### config.mk
export PLATFORM = sky130hd
export DESIGN_NAME = mem_arbiter
export DESIGN_NICKNAME = d
export VERILOG_FILES = /design/src/rtl/mem_arbiter.sv
export SDC_FILE = /design/constraint.sdc
export NUM_CORES = 1
export LEC_CHECK = 0
export CAP_MARGIN = 20
export CORE_MARGIN = 4
export CORE_UTILIZATION = 25
export CTS_CLUSTER_SIZE = 14
export DETAILED_ROUTE_END_ITERATION = 8
export GPL_TIMING_DRIVEN = 0
export PLACE_DENSITY = 0.61
export SETUP_SLACK_MARGIN = 0.3
export SLEW_MARGIN = 0
export SYNTH_ARGS = -nofsm -noshare
export SYNTH_HDL_FRONTEND = slang
export SYNTH_SLANG_ARGS = --single-unit
### constraint.sdc
create_clock -name clk -period 2.37 [get_ports clk]
set_input_delay 0.5925 -clock clk [delete_from_list [all_inputs] [get_ports clk]]
set_output_delay 0.5925 -clock clk [all_outputs]
set_load 0.05 [all_outputs]
### src/rtl/mem_arbiter.sv
// rtl/mem_arbiter.sv - two-port arbiter for the shared single-port memory; optional MEM_ARB_FIXED_PRIO_EN selects fixed priority (port 0 wins)
module mem_arbiter #(
    parameter int ADDR_W  = 16,
    parameter int DATA_W  = 16,
    parameter int MEM_LAT = 1
) (
    input  logic              clk,
    input  logic              rst,
    input  logic              m0_req,
    input  logic              m0_we,
    input  logic [ADDR_W-1:0] m0_addr,
    input  logic [DATA_W-1:0] m0_wdata,
    output logic              m0_gnt,
    output logic              m0_rvalid,
    output logic [DATA_W-1:0] m0_rdata,
    input  logic              m1_req,
    input  logic              m1_we,
    input  logic [ADDR_W-1:0] m1_addr,
    input  logic [DATA_W-1:0] m1_wdata,
    output logic              m1_gnt,
    output logic              m1_rvalid,
    output logic [DATA_W-1:0] m1_rdata,
    output logic              mem_en,
    output logic              mem_we,
    output logic [ADDR_W-1:0] mem_addr,
    output logic [DATA_W-1:0] mem_wdata,
    input  logic [DATA_W-1:0] mem_rdata,
    output logic              busy
);

    typedef enum logic [1:0] {
        S_IDLE  = 2'd0,
        S_ISSUE = 2'd1,
        S_WAIT  = 2'd2
    } state_t;

    // Counter value on entering WAIT; zero means rvalid goes out on the first WAIT cycle.
    localparam logic [3:0] LP_CNT_INIT = 4'(MEM_LAT - 1);

    state_t              r_state, w_state_nxt;
    logic [3:0]          r_cnt, w_cnt_nxt;
    logic                r_last, w_last_nxt;
    logic                r_sel, w_sel_nxt;
    logic                r_we, w_we_nxt;
    logic [ADDR_W-1:0]   r_mem_addr, w_mem_addr_nxt;
    logic [DATA_W-1:0]   r_mem_wdata, w_mem_wdata_nxt;
    logic                r_mem_en, w_mem_en_nxt;
    logic                r_mem_we, w_mem_we_nxt;
    logic                r_gnt0, w_gnt0_nxt;
    logic                r_gnt1, w_gnt1_nxt;
    logic                r_rv0, w_rv0_nxt;
    logic                r_rv1, w_rv1_nxt;
    logic                r_busy, w_busy_nxt;
    logic                w_pick;

    // Winner of the IDLE sample: lone requester, else priority rule on a conflict.
    always_comb begin
        w_pick = 1'b0;
        if (m0_req && m1_req) begin
`ifdef MEM_ARB_FIXED_PRIO_EN
            w_pick = 1'b0;
`else
            w_pick = ~r_last;
`endif
        end else if (m1_req) begin
            w_pick = 1'b1;
        end
    end

    // Next-state and next-output logic; every output is registered from these values.
    always_comb begin
        w_state_nxt     = r_state;
        w_cnt_nxt       = r_cnt;
        w_last_nxt      = r_last;
        w_sel_nxt       = r_sel;
        w_we_nxt        = r_we;
        w_mem_addr_nxt  = r_mem_addr;
        w_mem_wdata_nxt = r_mem_wdata;
        w_mem_en_nxt    = 1'b0;
        w_mem_we_nxt    = 1'b0;
        w_gnt0_nxt      = 1'b0;
        w_gnt1_nxt      = 1'b0;
        w_rv0_nxt       = 1'b0;
        w_rv1_nxt       = 1'b0;
        case (r_state)
            S_IDLE: begin
                if (m0_req || m1_req) begin
                    w_state_nxt     = S_ISSUE;
                    w_sel_nxt       = w_pick;
                    w_last_nxt      = w_pick;
                    w_we_nxt        = w_pick ? m1_we : m0_we;
                    w_mem_addr_nxt  = w_pick ? m1_addr : m0_addr;
                    w_mem_wdata_nxt = w_pick ? m1_wdata : m0_wdata;
                    w_mem_en_nxt    = 1'b1;
                    w_mem_we_nxt    = w_pick ? m1_we : m0_we;
                    w_gnt0_nxt      = ~w_pick;
                    w_gnt1_nxt      = w_pick;
                end
            end
            S_ISSUE: begin
                if (r_we) begin
                    w_state_nxt = S_IDLE;
                end else begin
                    w_state_nxt = S_WAIT;
                    w_cnt_nxt   = LP_CNT_INIT;
                    if (LP_CNT_INIT == 4'd0) begin
                        w_rv0_nxt = ~r_sel;
                        w_rv1_nxt = r_sel;
                    end
                end
            end
            S_WAIT: begin
                if (r_cnt == 4'd0) begin
                    w_state_nxt = S_IDLE;
                end else begin
                    w_cnt_nxt = r_cnt - 4'd1;
                    if (r_cnt == 4'd1) begin
                        w_rv0_nxt = ~r_sel;
                        w_rv1_nxt = r_sel;
                    end
                end
            end
            default: begin
                w_state_nxt = S_IDLE;
            end
        endcase
        w_busy_nxt = (w_state_nxt != S_IDLE);
    end

    // State, latched request and registered outputs; reset drops any transaction in flight.
    always_ff @(posedge clk or negedge rst) begin
        if (!rst) begin
            r_state     <= S_IDLE;
            r_cnt       <= 4'd0;
            r_last      <= 1'b1;
            r_sel       <= 1'b0;
            r_we        <= 1'b0;
            r_mem_addr  <= '0;
            r_mem_wdata <= '0;
            r_mem_en    <= 1'b0;
            r_mem_we    <= 1'b0;
            r_gnt0      <= 1'b0;
            r_gnt1      <= 1'b0;
            r_rv0       <= 1'b0;
            r_rv1       <= 1'b0;
            r_busy      <= 1'b0;
        end else begin
            r_state     <= w_state_nxt;
            r_cnt       <= w_cnt_nxt;
            r_last      <= w_last_nxt;
            r_sel       <= w_sel_nxt;
            r_we        <= w_we_nxt;
            r_mem_addr  <= w_mem_addr_nxt;
            r_mem_wdata <= w_mem_wdata_nxt;
            r_mem_en    <= w_mem_en_nxt;
            r_mem_we    <= w_mem_we_nxt;
            r_gnt0      <= w_gnt0_nxt;
            r_gnt1      <= w_gnt1_nxt;
            r_rv0       <= w_rv0_nxt;
            r_rv1       <= w_rv1_nxt;
            r_busy      <= w_busy_nxt;
        end
    end

    assign m0_gnt    = r_gnt0;
    assign m1_gnt    = r_gnt1;
    assign m0_rvalid = r_rv0;
    assign m1_rvalid = r_rv1;
    assign m0_rdata  = mem_rdata;
    assign m1_rdata  = mem_rdata;
    assign mem_en    = r_mem_en;
    assign mem_we    = r_mem_we;
    assign mem_addr  = r_mem_addr;
    assign mem_wdata = r_mem_wdata;
    assign busy      = r_busy;

endmodule

==> results, run 1 <==
- The placeable core region is 9770 um2.
- The instance count of the mapped netlist is 281.
- The synthesized cell area is 2500 um2.
- The initial utilization of the core area, before any placement, comes to 25.6%.
- The H-tree was split into 2 levels.
- The total detailed-routing wirelength is 7700 um.
- The global-route wire length before repair is 12300 um.
- The netlist uses 36 different library cells.
- The number of global-route vias before repair is 2562.
- The proportion of total power due to net switching is 51.8%.
- The clock tree from TritonCTS is yes.
- The stage delay of the slowest cell on the critical path is 790 ps.
- The number of CTS-inserted buffers is 5.
- Entering global routing, the biggest net connects 26 pins.
- At the end of routability-driven placement, the weighted congestion stood at 0.749.
- The type of the worst setup path is input port to primary output.
- The overall die area is 11700 um2.
- The net switching power figure is 2.68 mW.
- The highest-delay cell along the critical path is sky130_fd_sc_hd__clkdlybuf4s50_1.
- From left edge to right edge, the die measures 108 um.
- In this run the power density over the cells is 1230 nW/um2.
- The count of final max-slew check failures was 0.
- Setup repair after global routing left no endpoint under its margin.
- The number of nets in the layout is 521.
- The setup check on the worst reg-to-reg path leaves a slack of 560 ps.
- Summed over its instances, the top area cell type makes up 47.0% of the synthesized netlist area.
- The tightest min-delay check is of the input port to asynchronous set/reset pin type.
- The number of max-cap violations is 0.
- The signal on the critical path passes through buf_4 -> clkdlybuf4s50_1.
- In this run the worst setup path terminates at m0_rdata[4].
- The number of flops mapped to enable cells by yosys is 0.
- The total count of hold-check failures in the final report is 0.
- The worst path required time is 1780 ps.
- The post-route netlist has 14.4% of its cells at a drive strength greater than 1.
- The number of port buffers is 140.
- The relative max-transition margin is 58.9%.
- The routed layout has 2404 vias.
- The reg-to-reg critical path endpoint is busy.
- The register bit count reported by yosys is 48.
- The worst register-to-register path begins at r_state[0].
- The cell family contributing the most delay on the critical path is buffers and inverters.
- Sorting the synthesized cells by area gives the leading types as sky130_fd_sc_hd__dfrtp_1 47%, sky130_fd_sc_hd__a21oi_1 13%, sky130_fd_sc_hd__buf_4 9.6%.
- The number of placement rows is 36.
- Data on the critical path arrives at its endpoint at 1460 ps.
- Clock latency on the worst-skew pair, taken at its later pin, is 300 ps.
- The highest metal layer used by the detailed router is met4.
- The clock period could shrink to 2050 ps.
- The total leakage power is 1.95 nW.
- The overall global routing resource usage is 13.3%.
- The instance count on the critical path is 2.
- The total buffers and inverters traversed by the critical path is 2.
- The most frequently used cell type in the post-synthesis netlist is sky130_fd_sc_hd__a21oi_1.
- The clock tree buffer depth is 2.
- The top fanout value on the critical path is 2.
- Clock skew on the completed layout was measured at 3.44 ps.
- The warning count from the yosys run is 0.
- The first TritonRoute pass finished after 4 iterations.
- The post-synthesis net count is 373.
- Counting every sink on the clock net gives 48.
- The total setup buffers inserted after CTS is 0.
- Combinational logic is responsible for 61.8% of the overall power.
- Timing would allow up to 488 MHz.
- Ranked by instance count, the synthesized netlist is headed by 63 x sky130_fd_sc_hd__a21oi_1, 47 x sky130_fd_sc_hd__dfrtp_1, 38 x sky130_fd_sc_hd__nand2_1.
- The initial antenna violation count is 0.
- The share of power burned in the clock network is 11.5%.
- Setup violations remaining at the end of the flow were counted as 0.
- The async set-reset flop share out of synthesis is 100%.
- The buffer cell driving the clock tree root is sky130_fd_sc_hd__clkbuf_8.
- Cell internal power was estimated by the tool at 2.49 mW.
- The detail-routed via count per cell is 4.27.
- The overflow left after global routing is 0.
- The most used flip-flop cell after synthesis is sky130_fd_sc_hd__dfrtp_1.
- The layout-stage area growth over the synthesis result is 67.6%.
- The violation count after the first detailed-route iteration is 81.
- The portion of the clock cycle consumed by the worst path in the final layout is 86.5%.
- The hold buffer count at cts is 0.
- The height of the die is 108 um.
- The number of antenna cells inserted is 0.
- The synthesized design spends more area on one cell type than any other, namely sky130_fd_sc_hd__dfrtp_1.
- Sequential cells were found to cover 48.0% of the synthesized design area.
- The flow ran to the end, and the final reports show no timing, DRC or antenna violations.
- The met1 wire length is 3270 um.
- For the pin with the worst max-slew slack, the measured transition is 617 ps.
- Measured in cells, the most critical reg-to-reg path has a length of 6.
- The final routed DRC violation total is 0.
- The portion of total power attributed to sequential cells is 26.7%.
- Once detail routing completed, the nets flagged for antenna violations numbered 0.
- The half-perimeter wire length after detailed placement is 5980 um.
- The mean routed wirelength per cell is 13.7 um.
- The wire length on met2 is 3610 um.
- STA classifies the critical path endpoint as a primary output.
- After routing, the total negative slack on setup checks comes to 0 ps.
- The launching element of the worst setup path is mem_rdata[4].
- STA classifies the critical path startpoint as an input port.
- The number of top-level pins is 157.
- Detailed routing placed a total of 769 um of wire on met3.
- The mean area per synthesized cell is 8.91 um2.
- The worst supply voltage drop on vdd is 0.524 mV.
- The clock-pin transition on the worst setup and hold timing paths is 90 ps.
- The power after layout is 5.17 mW.
kinds of logic after synthesis:
kind of cell	after synthesis	share of synthesized area (%)
AOI/OAI and AO/OA	83	19.6
adders and majority gates	6	3.00
buffers and inverters	54	14.0
DFF	48	48.0
muxes	1	0.400
and+or+nand+nor	89	15.0
state kept, by name, indices dropped and copies added, names as in the netlist, 2 cells and up:
name       flops
mem_addr      16
mem_wdata     16
r_cnt          4
r_state        2
final cells by class:
type	count	area, um2
fillers	999	5580
repair buffers	141	1420
flip-flops and latches	48	1200
multi-input cells	179	951
well taps	133	166
plain buffers	47	324
clock buffers	6	72.6
clock inverters	2	35.0
inverters	7	26.3
routing by layer:
metal,up-vias,global-route usage (%)
li1,1206,-
met1,1089,16.7
met2,104,21.9
met3,5,4.66
met4,0,3.07
met5,-,0
metrics by stage:
step / hold slack (ps) / worst slack (ps) / cell area [um2] / std cells / utilization (%)
global route: 338 / 300 / 4200 / 563 / 42.9
finish: 296 / 319 / 4200 / 563 / 42.9
CTS: 314 / 300 / 4160 / 563 / 42.6
global placement: 449 / -860 / 4070 / 554 / 41.7
detailed placement: 458 / 159 / 4090 / 555 / 41.8
floorplan: 297 / 810 / 2500 / 281 / -
how the worst min path moves through the flow:
stage	slack, ps	endpoint	cells past startpoint	from
2_1_floorplan	300	busy	0	rst
3_3_place_gp	450	m0_rvalid	1	r_sel
3_5_place_dp	460	m0_rvalid	1	r_sel
4_1_cts	310	mem_addr[10]	1	rst
5_1_grt	340	mem_addr[10]	1	rst
6_report	300	mem_addr[7]	1	rst
power groups by stage:
stage	sequential (mW)	combinational, mW	clock, mW
2_1_floorplan	2.53	1.10	0
3_3_place_gp	1.40	3.37	0
3_5_place_dp	1.42	3.40	0
4_1_cts	1.39	3.25	0.623
5_1_grt	1.44	3.45	0.655
6_report	1.38	3.19	0.597
what timing repair did:
action                     4_1_cts  5_1_grt
cloned                           0        0
gates resized for setup         27       14
setup endpoints to repair       27       14
cells in the final DEF, fill, tap and decap left out, types with 2 or more instances in the layout:
master and n:
sky130_fd_sc_hd__buf_6 2, sky130_fd_sc_hd__nand2_1 38, sky130_fd_sc_hd__buf_4 32, sky130_fd_sc_hd__dlygate4sd2_1 27, sky130_fd_sc_hd__dlymetal6s2s_1 14, sky130_fd_sc_hd__nor2_1 37
sky130_fd_sc_hd__dfrtp_1 47, sky130_fd_sc_hd__a21oi_1 63, sky130_fd_sc_hd__nand3_1 2, sky130_fd_sc_hd__ha_1 6, sky130_fd_sc_hd__o211ai_1 3, sky130_fd_sc_hd__clkbuf_8 5
sky130_fd_sc_hd__clkbuf_1 4, sky130_fd_sc_hd__a221oi_2 2, sky130_fd_sc_hd__clkdlybuf4s50_1 98, sky130_fd_sc_hd__nor3_1 2, sky130_fd_sc_hd__buf_2 11, sky130_fd_sc_hd__and2_1 2
sky130_fd_sc_hd__nand4_1 2, sky130_fd_sc_hd__o21ai_0 5, sky130_fd_sc_hd__inv_1 6
Power figures use the tool's default switching activity.
==> run 2, diff against run 1 <==
--- a/config.mk
+++ b/config.mk
@@ -7,11 +7,11 @@
 export LEC_CHECK = 0
 export CAP_MARGIN = 20
 export CORE_MARGIN = 4
-export CORE_UTILIZATION = 25
+export CORE_UTILIZATION = 40
 export CTS_CLUSTER_SIZE = 14
 export DETAILED_ROUTE_END_ITERATION = 8
 export GPL_TIMING_DRIVEN = 0
-export PLACE_DENSITY = 0.61
+export PLACE_DENSITY = 0.9
 export SETUP_SLACK_MARGIN = 0.3
 export SLEW_MARGIN = 0
 export SYNTH_ARGS = -nofsm -noshare
==> results, run 2 (same netlist as run 1, synthesis figures left out) <==
- The endpoint class of the critical path is a primary output (unchanged).
- The transition time at the pin with the least slew margin is 537 ps (was 617 ps).
- The maximum clock frequency came to 487 MHz (was 488 MHz).
- The highest-delay cell along the critical path is sky130_fd_sc_hd__clkdlybuf4s50_1 (unchanged).
- The internal reg-to-reg setup slack was 600 ps (was 560 ps).
- The effective utilization at floorplan is 41.8% (was 25.6%).
- The clock tree buffer depth is 2 (unchanged).
- The number of port buffers is 140 (unchanged).
- CP Cell Sequence: buf_4 -> clkdlybuf4s50_1 (unchanged).
- The arrival time of data at the critical path endpoint is 1460 ps (about the same).
- The half-perimeter wire length after detailed placement came to 5970 um (was 5980 um).
- The final routed DRC violation total is 0 (unchanged).
- Outcome: completed (unchanged).
- The initial antenna violation count is 0 (unchanged).
- The utilization of the core after routing is 69.0% (was 42.9%).
- The proportion of total power due to net switching is 52.0% (was 51.8%).
- The beginning of the worst register-to-register path is r_state[1] (was r_state[0]).
- The number of global-route vias before repair was 2558 (was 2562).
- The type of the most critical hold path is input port to asynchronous set/reset pin (unchanged).
- The number of max-cap violations is 0 (unchanged).
- The routed via count is 2481 (was 2404).
- The number of antenna cells inserted came to 0 (unchanged).
- RSZ-0062 raised after global routing: false (unchanged).
- The clock-pin transition on the worst setup and hold timing paths came to 80 ps (was 90 ps).
- The hold buffer count at cts is 0 (unchanged).
- The design internal power is 2.45 mW (was 2.49 mW).
- The overall die area is 7590 um2 (was 11700 um2).
- The cell family contributing the most delay on the critical path is buffers and inverters (unchanged).
- The number of nets in the layout was 521 (unchanged).
- The violation count after the first detailed-route iteration is 104 (was 81).
- Top library cells by usage in the layout, fill and taps aside: 100 x sky130_fd_sc_hd__clkdlybuf4s50_1, 63 x sky130_fd_sc_hd__a21oi_1, 47 x sky130_fd_sc_hd__dfrtp_1 (was 98 x sky130_fd_sc_hd__clkdlybuf4s50_1, 63 x sky130_fd_sc_hd__a21oi_1, 47 x sky130_fd_sc_hd__dfrtp_1).
- The overall global routing resource usage came to 19.6% (was 13.3%).
- The number of clock sinks is 48 (unchanged).
- The power after layout is 5.10 mW (was 5.17 mW).
- The number of placement rows is 28 (was 36).
- The power per cell area is 1230 nW/um2 (about the same).
- The top fanout value on the critical path came to 2 (unchanged).
- The net switching power figure is 2.65 mW (was 2.68 mW).
- The height of the die is 87.1 um (was 108 um).
- The most common library cell in the layout ignoring fill and taps is sky130_fd_sc_hd__clkdlybuf4s50_1 (unchanged).
- The detail-routed via count per cell is 4.92 (was 4.27).
- The number of top-level pins is 157 (unchanged).
- The number of setup violations in the final report is 0 (unchanged).
- The final period demand of the worst path is 2050 ps (about the same).
- The relative max-transition margin was 64.1% (was 58.9%).
- The share of power burned in the clock network is 9.1% (was 11.5%).
- The overflow left after global routing is 0 (unchanged).
- The stage delay of the slowest cell on the critical path came to 790 ps (about the same).
- The routability congestion estimate is 0.787 (was 0.749).
- The global-route wire length before repair is 11800 um (was 12300 um).
- The detailed-routing iteration count for the pre-antenna-repair pass is 5 (was 4).
- The total count of hold-check failures in the final report is 0 (unchanged).
- The final clock skew came to 6.36 ps (was 3.44 ps).
- The portion of the clock cycle consumed by the worst path in the final layout was 86.7% (was 86.5%).
- The layout-stage area growth over the synthesis result is 65.2% (was 67.6%).
- The worst path required time is 1780 ps (about the same).
- The logic gate share of total power is 63.8% (was 61.8%).
- The reg-to-reg critical path endpoint is mem_addr[3] (was busy).
- The placeable core region is 5990 um2 (was 9770 um2).
- The mean routed wirelength per cell is 14.7 um (was 13.7 um).
- The number of CTS-inserted buffers is 5 (unchanged).
- The count of final max-slew check failures is 0 (unchanged).
- The cell depth of the worst flop-to-flop path is 7 (was 6).
- The clock latency at the later pin of the worst-skew pair is 290 ps (was 300 ps).
- The die width is 87.1 um (was 108 um).
- The total leakage power is 2.00 nW (was 1.95 nW).
- The buffer cell driving the clock tree root is sky130_fd_sc_hd__clkbuf_8 (unchanged).
- The sort of element at the start of the critical path is an input port (unchanged).
- The type of the worst setup path is input port to primary output (unchanged).
- The pin count of the biggest net entering global routing is 29 (was 26).
- The clock tree from TritonCTS is yes (unchanged).
- The share of layout cells above drive strength 1 came to 14.2% (was 14.4%).
- The maximum level of the CTS H-tree is 2 (unchanged).
- The total detailed-routing wirelength was 7430 um (was 7700 um).
- The number of routed nets with antenna violations is 0 (unchanged).
- The worst supply voltage drop on vdd is 0.737 mV (was 0.524 mV).
- The portion of total power attributed to sequential cells came to 27.2% (was 26.7%).
- The total buffers and inverters traversed by the critical path is 2 (unchanged).
## run 2: metrics by stage
stage | worst slack (ps) | cells | hold WS [ps] | area [um2] | TNS [ps]
3_3_place_gp | -687 | 496 | 451 | 4000 | -32350
5_1_grt | 300 | 504 | 299 | 4140 | 0
4_1_cts | 300 | 504 | 268 | 4070 | 0
2_1_floorplan | 810 | 281 | 297 | 2500 | 0
6_report | 315 | 504 | 266 | 4140 | 0
3_5_place_dp | 203 | 497 | 454 | 4010 | 0
## run 2: repair_timing
item / in CTS / in global routing
setup buffers: 0 / 0
endpoints found under the hold margin: 0 / 0
setup endpoints to repair: 14 / 25
resized for setup: 14 / 25
## run 2: worst max-delay path by stage
stage / cells past startpoint / slack (ps) / start / endpoint
2_1_floorplan: 6 / 810 / r_cnt[0] / r_state[1]
3_3_place_gp: 1 / -690 / rst / mem_addr[7]
3_5_place_dp: 5 / 200 / m1_req / mem_wdata[4]
4_1_cts: 1 / 300 / mem_wdata[0] / mem_wdata[0]
5_1_grt: 2 / 300 / mem_rdata[7] / m0_rdata[7]
6_report: 2 / 320 / mem_rdata[8] / m1_rdata[8]
## run 2: layout make-up
| cell class | count | area [um2] |
|---|---|---|
| Buffer | 47 | 324 |
| Clock buffer | 6 | 72.6 |
| Timing Repair Buffer | 141 | 1460 |
| Sequential cell | 48 | 1200 |
| Multi-Input combinational cell | 179 | 951 |
| Inverter | 7 | 26.3 |
| Tap cell | 75 | 93.8 |
| Clock inverter | 1 | 5.00 |
| Fill cell | 491 | 1850 |
## run 2: routing by layer
layer  up-vias  track usage, %  wire, um
met5         -               0         0
met4         0            4.74       125
met3        12            7.38       704
met2       104            34.0      3920
met1      1159            22.8      2670
li1       1206               -         -
## run 2: power by group through the flow
| stage | clock network (mW) | logic, mW | registers (mW) |
|---|---|---|---|
| 5_1_grt | 0.507 | 3.50 | 1.44 |
| 6_report | 0.463 | 3.25 | 1.39 |
| 2_1_floorplan | 0 | 1.10 | 2.53 |
| 3_5_place_dp | 0 | 3.37 | 1.42 |
| 3_3_place_gp | 0 | 3.32 | 1.39 |
| 4_1_cts | 0.481 | 3.30 | 1.39 |
